<file path="src/rtl/bundle_sequencer_if.sv">
// rtl/bundle_sequencer_if.sv - command, beat, counter-control and result signals of the bundle sequencer
interface bundle_sequencer_if #(
  parameter int LANES = 32,
  parameter int CORES = 4,
  parameter int W     = 30
);
  logic             start;
  logic [W-1:0]     item_num;
  logic             seed_we;
  logic [31:0]      seed;
  logic             in_valid;
  logic             in_ready;
  logic             cnt_clr;
  logic             cnt_even;
  logic [LANES-1:0] cnt_rand_bit;
  logic             cnt_update;
  logic [CORES-1:0] cnt_core_enable;
  logic [LANES-1:0] cnt_sign;
  logic             out_valid;
  logic             out_ready;
  logic [LANES-1:0] out_data;
  logic             busy;
  logic             done;

  modport slave (
    input  start, item_num, seed_we, seed, in_valid, cnt_sign, out_ready,
    output in_ready, cnt_clr, cnt_even, cnt_rand_bit, cnt_update, cnt_core_enable,
           out_valid, out_data, busy, done
  );

  modport master (
    output start, item_num, seed_we, seed, in_valid, cnt_sign, out_ready,
    input  in_ready, cnt_clr, cnt_even, cnt_rand_bit, cnt_update, cnt_core_enable,
           out_valid, out_data, busy, done
  );
endinterface

</file>
<file path="src/rtl/bundle_sequencer.sv">
// rtl/bundle_sequencer.sv - per-job controller for a bank of majority counters
module bundle_sequencer #(
  parameter int LANES = 32,
  parameter int CORES = 4,
  parameter int W     = 30,
  parameter int LAT   = 2
) (
  input  logic clk,
  input  logic rst_n,
  bundle_sequencer_if.slave bus
);

  localparam int DW = $clog2(LAT + 2);
  localparam logic [W-1:0] CORES_W = W'(CORES);

  typedef enum logic [2:0] {
    S_IDLE,
    S_CLEAR,
    S_ACCUM,
    S_DRAIN,
    S_OUTPUT
  } state_t;

  state_t           state, state_nx;
  logic [31:0]      lfsr;
  logic [31:0]      lfsr_step;
  logic [W-1:0]     rem;
  logic             even_q;
  logic [DW-1:0]    drain_cnt;
  logic             drain_last;
  logic [LANES-1:0] out_q;
  logic [CORES-1:0] mask;
  logic             beat;
  logic             last_beat;

  assign lfsr_step  = {lfsr[30:0], lfsr[31] ^ lfsr[21] ^ lfsr[1] ^ lfsr[0]};
  assign beat       = bus.in_valid && (state == S_ACCUM);
  assign last_beat  = beat && (rem <= CORES_W);
  assign drain_last = (state == S_DRAIN) && (drain_cnt == DW'(LAT));

  // Core i contributes only while at least i+1 items remain.
  always_comb begin
    mask = '0;
    for (int i = 0; i < CORES; i++) begin
      mask[i] = (W'(i) < rem);
    end
  end

  always_comb begin
    state_nx = state;
    unique case (state)
      S_IDLE:   if (bus.start) state_nx = S_CLEAR;
      S_CLEAR:  state_nx = (rem != '0) ? S_ACCUM : S_DRAIN;
      S_ACCUM:  if (last_beat) state_nx = S_DRAIN;
      S_DRAIN:  if (drain_last) state_nx = S_OUTPUT;
      S_OUTPUT: if (bus.out_ready) state_nx = S_IDLE;
      default:  state_nx = S_IDLE;
    endcase
  end

  always_ff @(posedge clk) begin
    if (!rst_n) begin
      state     <= S_IDLE;
      lfsr      <= 32'hACE1_ACE1;
      rem       <= '0;
      even_q    <= 1'b0;
      drain_cnt <= '0;
      out_q     <= '0;
    end else begin
      state <= state_nx;
      if (state == S_IDLE) begin
        // A seed write wins over the step that start would otherwise cause.
        if (bus.seed_we) begin
          lfsr <= (bus.seed == 32'h0) ? 32'h1 : bus.seed;
        end else if (bus.start) begin
          lfsr <= lfsr_step;
        end
        if (bus.start) begin
          rem    <= bus.item_num;
          even_q <= ~bus.item_num[0];
        end
      end
      if (beat) begin
        rem <= last_beat ? '0 : rem - CORES_W;
      end
      drain_cnt <= ((state == S_DRAIN) && !drain_last) ? drain_cnt + 1'b1 : '0;
      if (drain_last) begin
        out_q <= bus.cnt_sign;
      end
    end
  end

  assign bus.in_ready        = (state == S_ACCUM);
  assign bus.cnt_update      = beat;
  assign bus.cnt_core_enable = (state == S_ACCUM) ? mask : '0;
  assign bus.cnt_clr         = (state == S_CLEAR);
  assign bus.cnt_even        = (state == S_CLEAR) && even_q;
  assign bus.cnt_rand_bit    = (state == S_CLEAR) ? lfsr[LANES-1:0] : '0;
  assign bus.out_valid       = (state == S_OUTPUT);
  assign bus.out_data        = out_q;
  assign bus.busy            = (state != S_IDLE);
  assign bus.done            = (state == S_OUTPUT) && bus.out_ready;

endmodule
</file>
<file path="src/flat_wrapper.sv">
// flat-port wrapper written by rule: the top's interface ports become plain ports
module bundle_sequencer_flat 
#(
  parameter int LANES = 32,
  parameter int CORES = 4,
  parameter int W     = 30,
  parameter int LAT   = 2
)
  (clk, rst_n, bus_start, bus_item_num, bus_seed_we, bus_seed, bus_in_valid, bus_cnt_sign, bus_out_ready, bus_in_ready, bus_cnt_clr, bus_cnt_even, bus_cnt_rand_bit, bus_cnt_update, bus_cnt_core_enable, bus_out_valid, bus_out_data, bus_busy, bus_done);
  bundle_sequencer_if #(.LANES(LANES), .CORES(CORES), .W(W)) bus_i ();
  input  logic clk;
  input  logic rst_n;
  input wire logic [$bits(bus_i.start)-1:0] bus_start;
  input wire logic [$bits(bus_i.item_num)-1:0] bus_item_num;
  input wire logic [$bits(bus_i.seed_we)-1:0] bus_seed_we;
  input wire logic [$bits(bus_i.seed)-1:0] bus_seed;
  input wire logic [$bits(bus_i.in_valid)-1:0] bus_in_valid;
  input wire logic [$bits(bus_i.cnt_sign)-1:0] bus_cnt_sign;
  input wire logic [$bits(bus_i.out_ready)-1:0] bus_out_ready;
  output wire logic [$bits(bus_i.in_ready)-1:0] bus_in_ready;
  output wire logic [$bits(bus_i.cnt_clr)-1:0] bus_cnt_clr;
  output wire logic [$bits(bus_i.cnt_even)-1:0] bus_cnt_even;
  output wire logic [$bits(bus_i.cnt_rand_bit)-1:0] bus_cnt_rand_bit;
  output wire logic [$bits(bus_i.cnt_update)-1:0] bus_cnt_update;
  output wire logic [$bits(bus_i.cnt_core_enable)-1:0] bus_cnt_core_enable;
  output wire logic [$bits(bus_i.out_valid)-1:0] bus_out_valid;
  output wire logic [$bits(bus_i.out_data)-1:0] bus_out_data;
  output wire logic [$bits(bus_i.busy)-1:0] bus_busy;
  output wire logic [$bits(bus_i.done)-1:0] bus_done;
  assign bus_i.start = bus_start;
  assign bus_i.item_num = bus_item_num;
  assign bus_i.seed_we = bus_seed_we;
  assign bus_i.seed = bus_seed;
  assign bus_i.in_valid = bus_in_valid;
  assign bus_i.cnt_sign = bus_cnt_sign;
  assign bus_i.out_ready = bus_out_ready;
  assign bus_in_ready = bus_i.in_ready;
  assign bus_cnt_clr = bus_i.cnt_clr;
  assign bus_cnt_even = bus_i.cnt_even;
  assign bus_cnt_rand_bit = bus_i.cnt_rand_bit;
  assign bus_cnt_update = bus_i.cnt_update;
  assign bus_cnt_core_enable = bus_i.cnt_core_enable;
  assign bus_out_valid = bus_i.out_valid;
  assign bus_out_data = bus_i.out_data;
  assign bus_busy = bus_i.busy;
  assign bus_done = bus_i.done;
  bundle_sequencer #(.LANES(LANES), .CORES(CORES), .W(W), .LAT(LAT)) u_core (.clk(clk), .rst_n(rst_n), .bus(bus_i));
endmodule
</file>
<file path="config.mk">
export PLATFORM = sky130hd
export DESIGN_NAME = bundle_sequencer_flat
export DESIGN_NICKNAME = d
export VERILOG_FILES = /design/src/rtl/bundle_sequencer_if.sv /design/src/rtl/bundle_sequencer.sv /design/src/flat_wrapper.sv
export SDC_FILE = /design/constraint.sdc
export NUM_CORES = 1
export LEC_CHECK = 0
export CAP_MARGIN = 10
export CELL_PAD_IN_SITES_DETAIL_PLACEMENT = 0
export CELL_PAD_IN_SITES_GLOBAL_PLACEMENT = 1
export CORE_MARGIN = 5
export CORE_UTILIZATION = 29
export DETAILED_ROUTE_END_ITERATION = 10
export HOLD_SLACK_MARGIN = 0.03
export MAX_ROUTING_LAYER = met4
export PLACE_DENSITY_LB_ADDON = 0.1
export SLEW_MARGIN = 15
export SYNTH_ARGS = -nofsm -noshare
export SYNTH_HDL_FRONTEND = slang
export SYNTH_SLANG_ARGS = --single-unit
</file>
<file path="constraint.sdc">
create_clock -name clk -period 2.2 [get_ports clk]
set_input_delay 0.44 -clock clk [delete_from_list [all_inputs] [get_ports clk]]
set_output_delay 0.44 -clock clk [all_outputs]
set_load 0.1 [all_outputs]
</file>
# Yosys cells after proc, flatten, opt, wreduce, memory -nomap -nowiden
# Cells that the tools add are included.
# totals
reg_bits	100
inputBits	100
out_inout_bits	75
wordCells	60
# op_classes
addsub	2
magnitude_cmp	5
eq_ne	9
mux	15
n_bitwise	4
reduce_logical	19
# ops
operator	n
two-way mux 32 bit	4
two-way mux 30 bit	4
less-than comparator 1 x 30 -> 1 bit (first input constant)	2
less-than comparator 2 x 30 -> 1 bit (first input constant)	2
logical NOT 32 bit	1
<= comparator 30 x 3 -> 1 bit (second input constant)	1
nonzero test 30 bit	1
subtractor 30 x 3 -> 30 bit (second input constant)	1
one-hot mux 3 bit (5 select lines)	1
two-way mux 3 bit	4
AND reduction 2 bit	4
== test 3 x 2 -> 1 bit (second input constant)	2
logical AND 1 bit	6
nonzero test 2 bit	3
two-way mux 4 bit	1
!= test 2 x 1 -> 1 bit (second input constant)	2
!= test 2 bit (second input constant)	2
AND reduction 4 bit	1
== test 3 x 1 -> 1 bit (second input constant)	1
== test 3 bit (second input constant)	1
logical NOT 3 bit	1
nonzero test 3 bit	1
XOR 1 bit	3
adder 2 x 1 -> 2 bit (second input constant)	1
4 further kinds	4

# Logic depth before layout (Yosys ltp)
# depth
ltp_word	5
depth_mapped	11
mapped_depth_nobuf	7

# Least setup slack after synthesis
# No wires, ideal clock.
# synth_path
kind	register to register
from	register u_core.state[1]
to	register u_core.rem[26]
setup_ps	70
t_arrival_ps	3368
required_ps	2130
setup_slack_ps	-1238
stages_incl_launch_ff	11
period_less_slack_ps	3438
path_cell_list	dfxtp_1 -> clkbuf_1 -> nand2_1 -> inv_1 -> and2_1 -> clkbuf_1 -> o41a_1 -> buf_2 -> buf_2 -> o21ai_1 -> a21oi_1
# synth_between
elab_chain_cells	5
elab_cells_between_ends	9
classes_between	1 x eq/ne; 2 x mux; 6 x reduce/logical
# synth_lines
item	line	source
start, declared	bundle_sequencer.sv:24	state_t state, state_nx;
start signal, assigned	bundle_sequencer.sv:70	state <= state_nx;
== test 3 x 2 -> 1 bit *	-	
named net bus_in_ready	flat_wrapper.sv:20	output wire logic [$bits(bus_i.in_ready)-1:0] bus_in_ready;
logical AND 1 bit *	bundle_sequencer.sv:37	assign beat = bus.in_valid && (state == S_ACCUM);
named net bus_cnt_update	flat_wrapper.sv:24	output wire logic [$bits(bus_i.cnt_update)-1:0] bus_cnt_update;
logical AND 1 bit	bundle_sequencer.sv:38	assign last_beat = beat && (rem <= CORES_W);
two-way mux 30 bit	bundle_sequencer.sv:84	rem <= last_beat ? '0 : rem - CORES_W;
two-way mux 30 bit	bundle_sequencer.sv:83	if (beat) begin
end signal, assigned	bundle_sequencer.sv:79	rem <= bus.item_num;
end signal, assigned	bundle_sequencer.sv:84	
end, declared	bundle_sequencer.sv:27	logic [W-1:0] rem;
# The timed path passes the listed nets; every way through them passes the cells marked *.
# A chain may end at the register's enable or synchronous reset.

# Final worst setup path
# layout_path
from	register u_core.rem[25]
to	output bus_cnt_core_enable[2]
# layout_between
elab_chain_cells	2
# layout_lines
item	line	source
less-than comparator 2 x 30 -> 1 bit	bundle_sequencer.sv:45	mask[i] = (W'(i) < rem);
two-way mux 4 bit	bundle_sequencer.sv:95	assign bus.cnt_core_enable = (state == S_ACCUM) ? mask : '0;
end, declared	flat_wrapper.sv:25	output wire logic [$bits(bus_i.cnt_core_enable)-1:0] bus_cnt_core_enable;
# Every way passes these cells.

==> results.toml <==
[run_status]
outcome = "complete, but fails checks"
violations = "setup timing"

[timing]
rsz0062_at_grt = "yes"
max-slew-margin-rel = 0.596
slew_violations = 0
clock_skew_ns = 0.00820
hold_violations = 0
post-route-period-util = 1.09
tightest_slew_ns = 0.606
setup-violations-final = 26
period_minus_slack_ns = 2.39
holdWs_ns = 0.422
setup_ws_ns = -0.195
fmax_mhz = 418

[global_routing]
grt_pass1_wl_um = 28400
grt_busiest_layer = "met2"
grtUsageMet2 = 0.282
met3_usage = 0.0501
met1_usage = 0.230
antenna_found_initial = 0
grt_pass1_vias = 5496
overflow = 0
grt_max_degree = 35
gr-usage-all-layers = 0.181

[clock_tree]
clk_pin_slew_ns = 0.07
cts_buffer_depth = 2
cts_hold_buf = 0
numCtsBuffers = 9
htreeDepth = 3
cts-root-buf = "clkbuf_16"
cts_tree = "done"
clock_sinks = 100
worstSkewPairLatency_ns = 0.35

[place]
gp_congestion = 0.838
port_buffers = 174
place_ws_ns = -0.148
dp_cells = 1037
hpwl_um = 12900

[final_layout]
nNetsFinal = 943
area_growth_pct = 70.6
layout_common_cells = "buf_4 (110), clkdlybuf4s50_1 (99), dfxtp_1 (94)"
final_common_cell = "buf_4"
final_cells = 1064
layout-drive-gt1-share = 0.296
num_antenna_cells = 0

[drt]
post_drt_wl_per_cell_um = 16.6
drcViolationCount = 0
routed_wl_um = 17700
ant_nets = 0
drt_iter0_markers = 267
via_per_inst = 5.05
firstDrtPassIters = 4
vias = 5376

[synthesis]
syn_avg_cell_area_um2 = 7.94
yosysWarnings = 0
synth_compound_area_frac = 0.251
syn_nets = 719
synth-edff-count = 0
synth_xor_area_frac = 0.0161
yosys.area_share.adder = 0.0102
ys.flop_type = "dfxtp_1"
synth.area.mux_share = 0.0126
synthArstFlopShare = 0
synth.cell_area_mm2 = 0.00488
synth_top_family_by_area = "compound AO/OA/AOI/OAI gates"
ys_ff_latch = 100
synth_cell_types = 51
ys_seq_area_frac = 0.410
syn-instance-count = 615
synth-simple-area-share = 0.251

[setup_path]
arrival_ns = 1.95
crit_type = "reg -> out"
startpoint_type = "register"
path_delay_family = "buffers and inverters"
crit_slowest_cell = "dfxtp_2"
cpPeakStageDelay_ns = 0.34
r2r_setup_slack_ns = -0.12
path_buf_inv = 4
crit_path_frequent_cell = "buf_4"
end_kind = "primary output"
crit_fanout = 3
path_cells = "nor4_4, buf_4, nand3b_1, buf_4, nor4_4, buf_4, a21oi_4, buf_12"
crit_required_ns = 1.76

[power_and_ir_drop]
max-vdd-ir-drop_uv = 442
power_uw = 6470
powerDensity_mw_per_mm2 = 776
p_leak_uw = 0.00319

[floorplan]
die_h_um = 140
start_util = 0.296
io_pins = 175
num_rows = 47
core_mm2 = 0.0165
die_x_um = 140
dieArea_mm2 = 0.0195

[hold_path]
hp-class = "reg -> reg"

[run]
max_cap_violations = 0
cell families after synthesis:
| group | count (synthesis) |
|---|---|
| XOR/XNOR | 9 |
| AO/OA/AOI/OAI | 190 |
| flip-flops | 100 |
| multiplexers | 6 |
| buffers and inverters | 63 |
| AND/OR/NAND/NOR | 243 |
| adder cells (fa/ha/maj) | 4 |
power breakdown:
group	switching, µW	internal, µW	total, µW
registers	151	1970	2120
logic	1570	1190	2750
clock network	794	799	1590
total	2510	3960	6470
cell type report:
cell class / instances / area, µm²
clock buffer: 9 / 225
clock inverter: 7 / 66.3
fill: 1556 / 8190
inverter: 13 / 52.6
multi-input combinational: 452 / 2870
sequential: 100 / 2010
tap: 220 / 275
timing repair buffer: 263 / 2840
worst paths after layout:
kind                                     startpoint                      to  cells past startpoint
worst max register to register        u_core.rem[7]           u_core.rem[1]                      9
worst max-delay path                 u_core.rem[25]  bus_cnt_core_enable[2]                      8
worst min-delay path            u_core.drain_cnt[0]     u_core.drain_cnt[0]                      1
worst min register to register  u_core.drain_cnt[0]     u_core.drain_cnt[0]                      1
cells in the mapped netlist, drive strengths merged, types with 2 or more instances:
cell type / number / area share
nand3b: 3 / 0.0046
xnor2: 8 / 0.014
a211oi: 4 / 0.0061
dfxtp: 100 / 0.41
a21oi: 62 / 0.064
or2: 3 / 0.0038
or4: 2 / 0.0031
nor4: 26 / 0.038
or3: 5 / 0.0064
clkbuf: 45 / 0.035
o21a: 5 / 0.0077
a222oi: 5 / 0.010
and3: 4 / 0.0051
and2: 36 / 0.046
nor3: 10 / 0.010
inv: 13 / 0.010
nor2: 52 / 0.040
o21ai: 46 / 0.047
nand2: 79 / 0.061
ha: 4 / 0.010
nand2b: 2 / 0.0026
a22oi: 20 / 0.031
a221oi: 28 / 0.050
mux2i: 5 / 0.010
nor3b: 3 / 0.0046
nand3: 9 / 0.0092
o31a: 10 / 0.018
buf: 5 / 0.0049
nand4: 5 / 0.0095
through the flow:
stage	cell area, µm²	utilization	setup TNS (ns)
floorplan	5090	-	-2.05
finish	8330	0.504	-2.51
detailed placement	7860	0.476	-2.96
global placement	7860	0.476	-3.63
global route	8330	0.504	-4.81
CTS	8180	0.495	-4.45
per-layer routing:
layer | vias up | routed length, µm
li1 | 2678 | -
met1 | 2526 | 7970
met2 | 155 | 8340
met3 | 17 | 1150
met4 | 0 | 224
met5 | - | 0
what timing repair did:
item,CTS,global route
cloned,0,0
setup buffers,3,8
resized for setup,2,19
endpoints found under the setup margin,36,48
pin swaps,5,6
sequential cells by signal (all words and copies together), names as in the netlist:
register             cells
u_core.even_q            1
u_core.rem              30
u_core.state             3
u_core.lfsr             32
u_core.drain_cnt         2
u_core.bus.out_data     32
No activity file was read; power rests on OpenSTA's default activity.
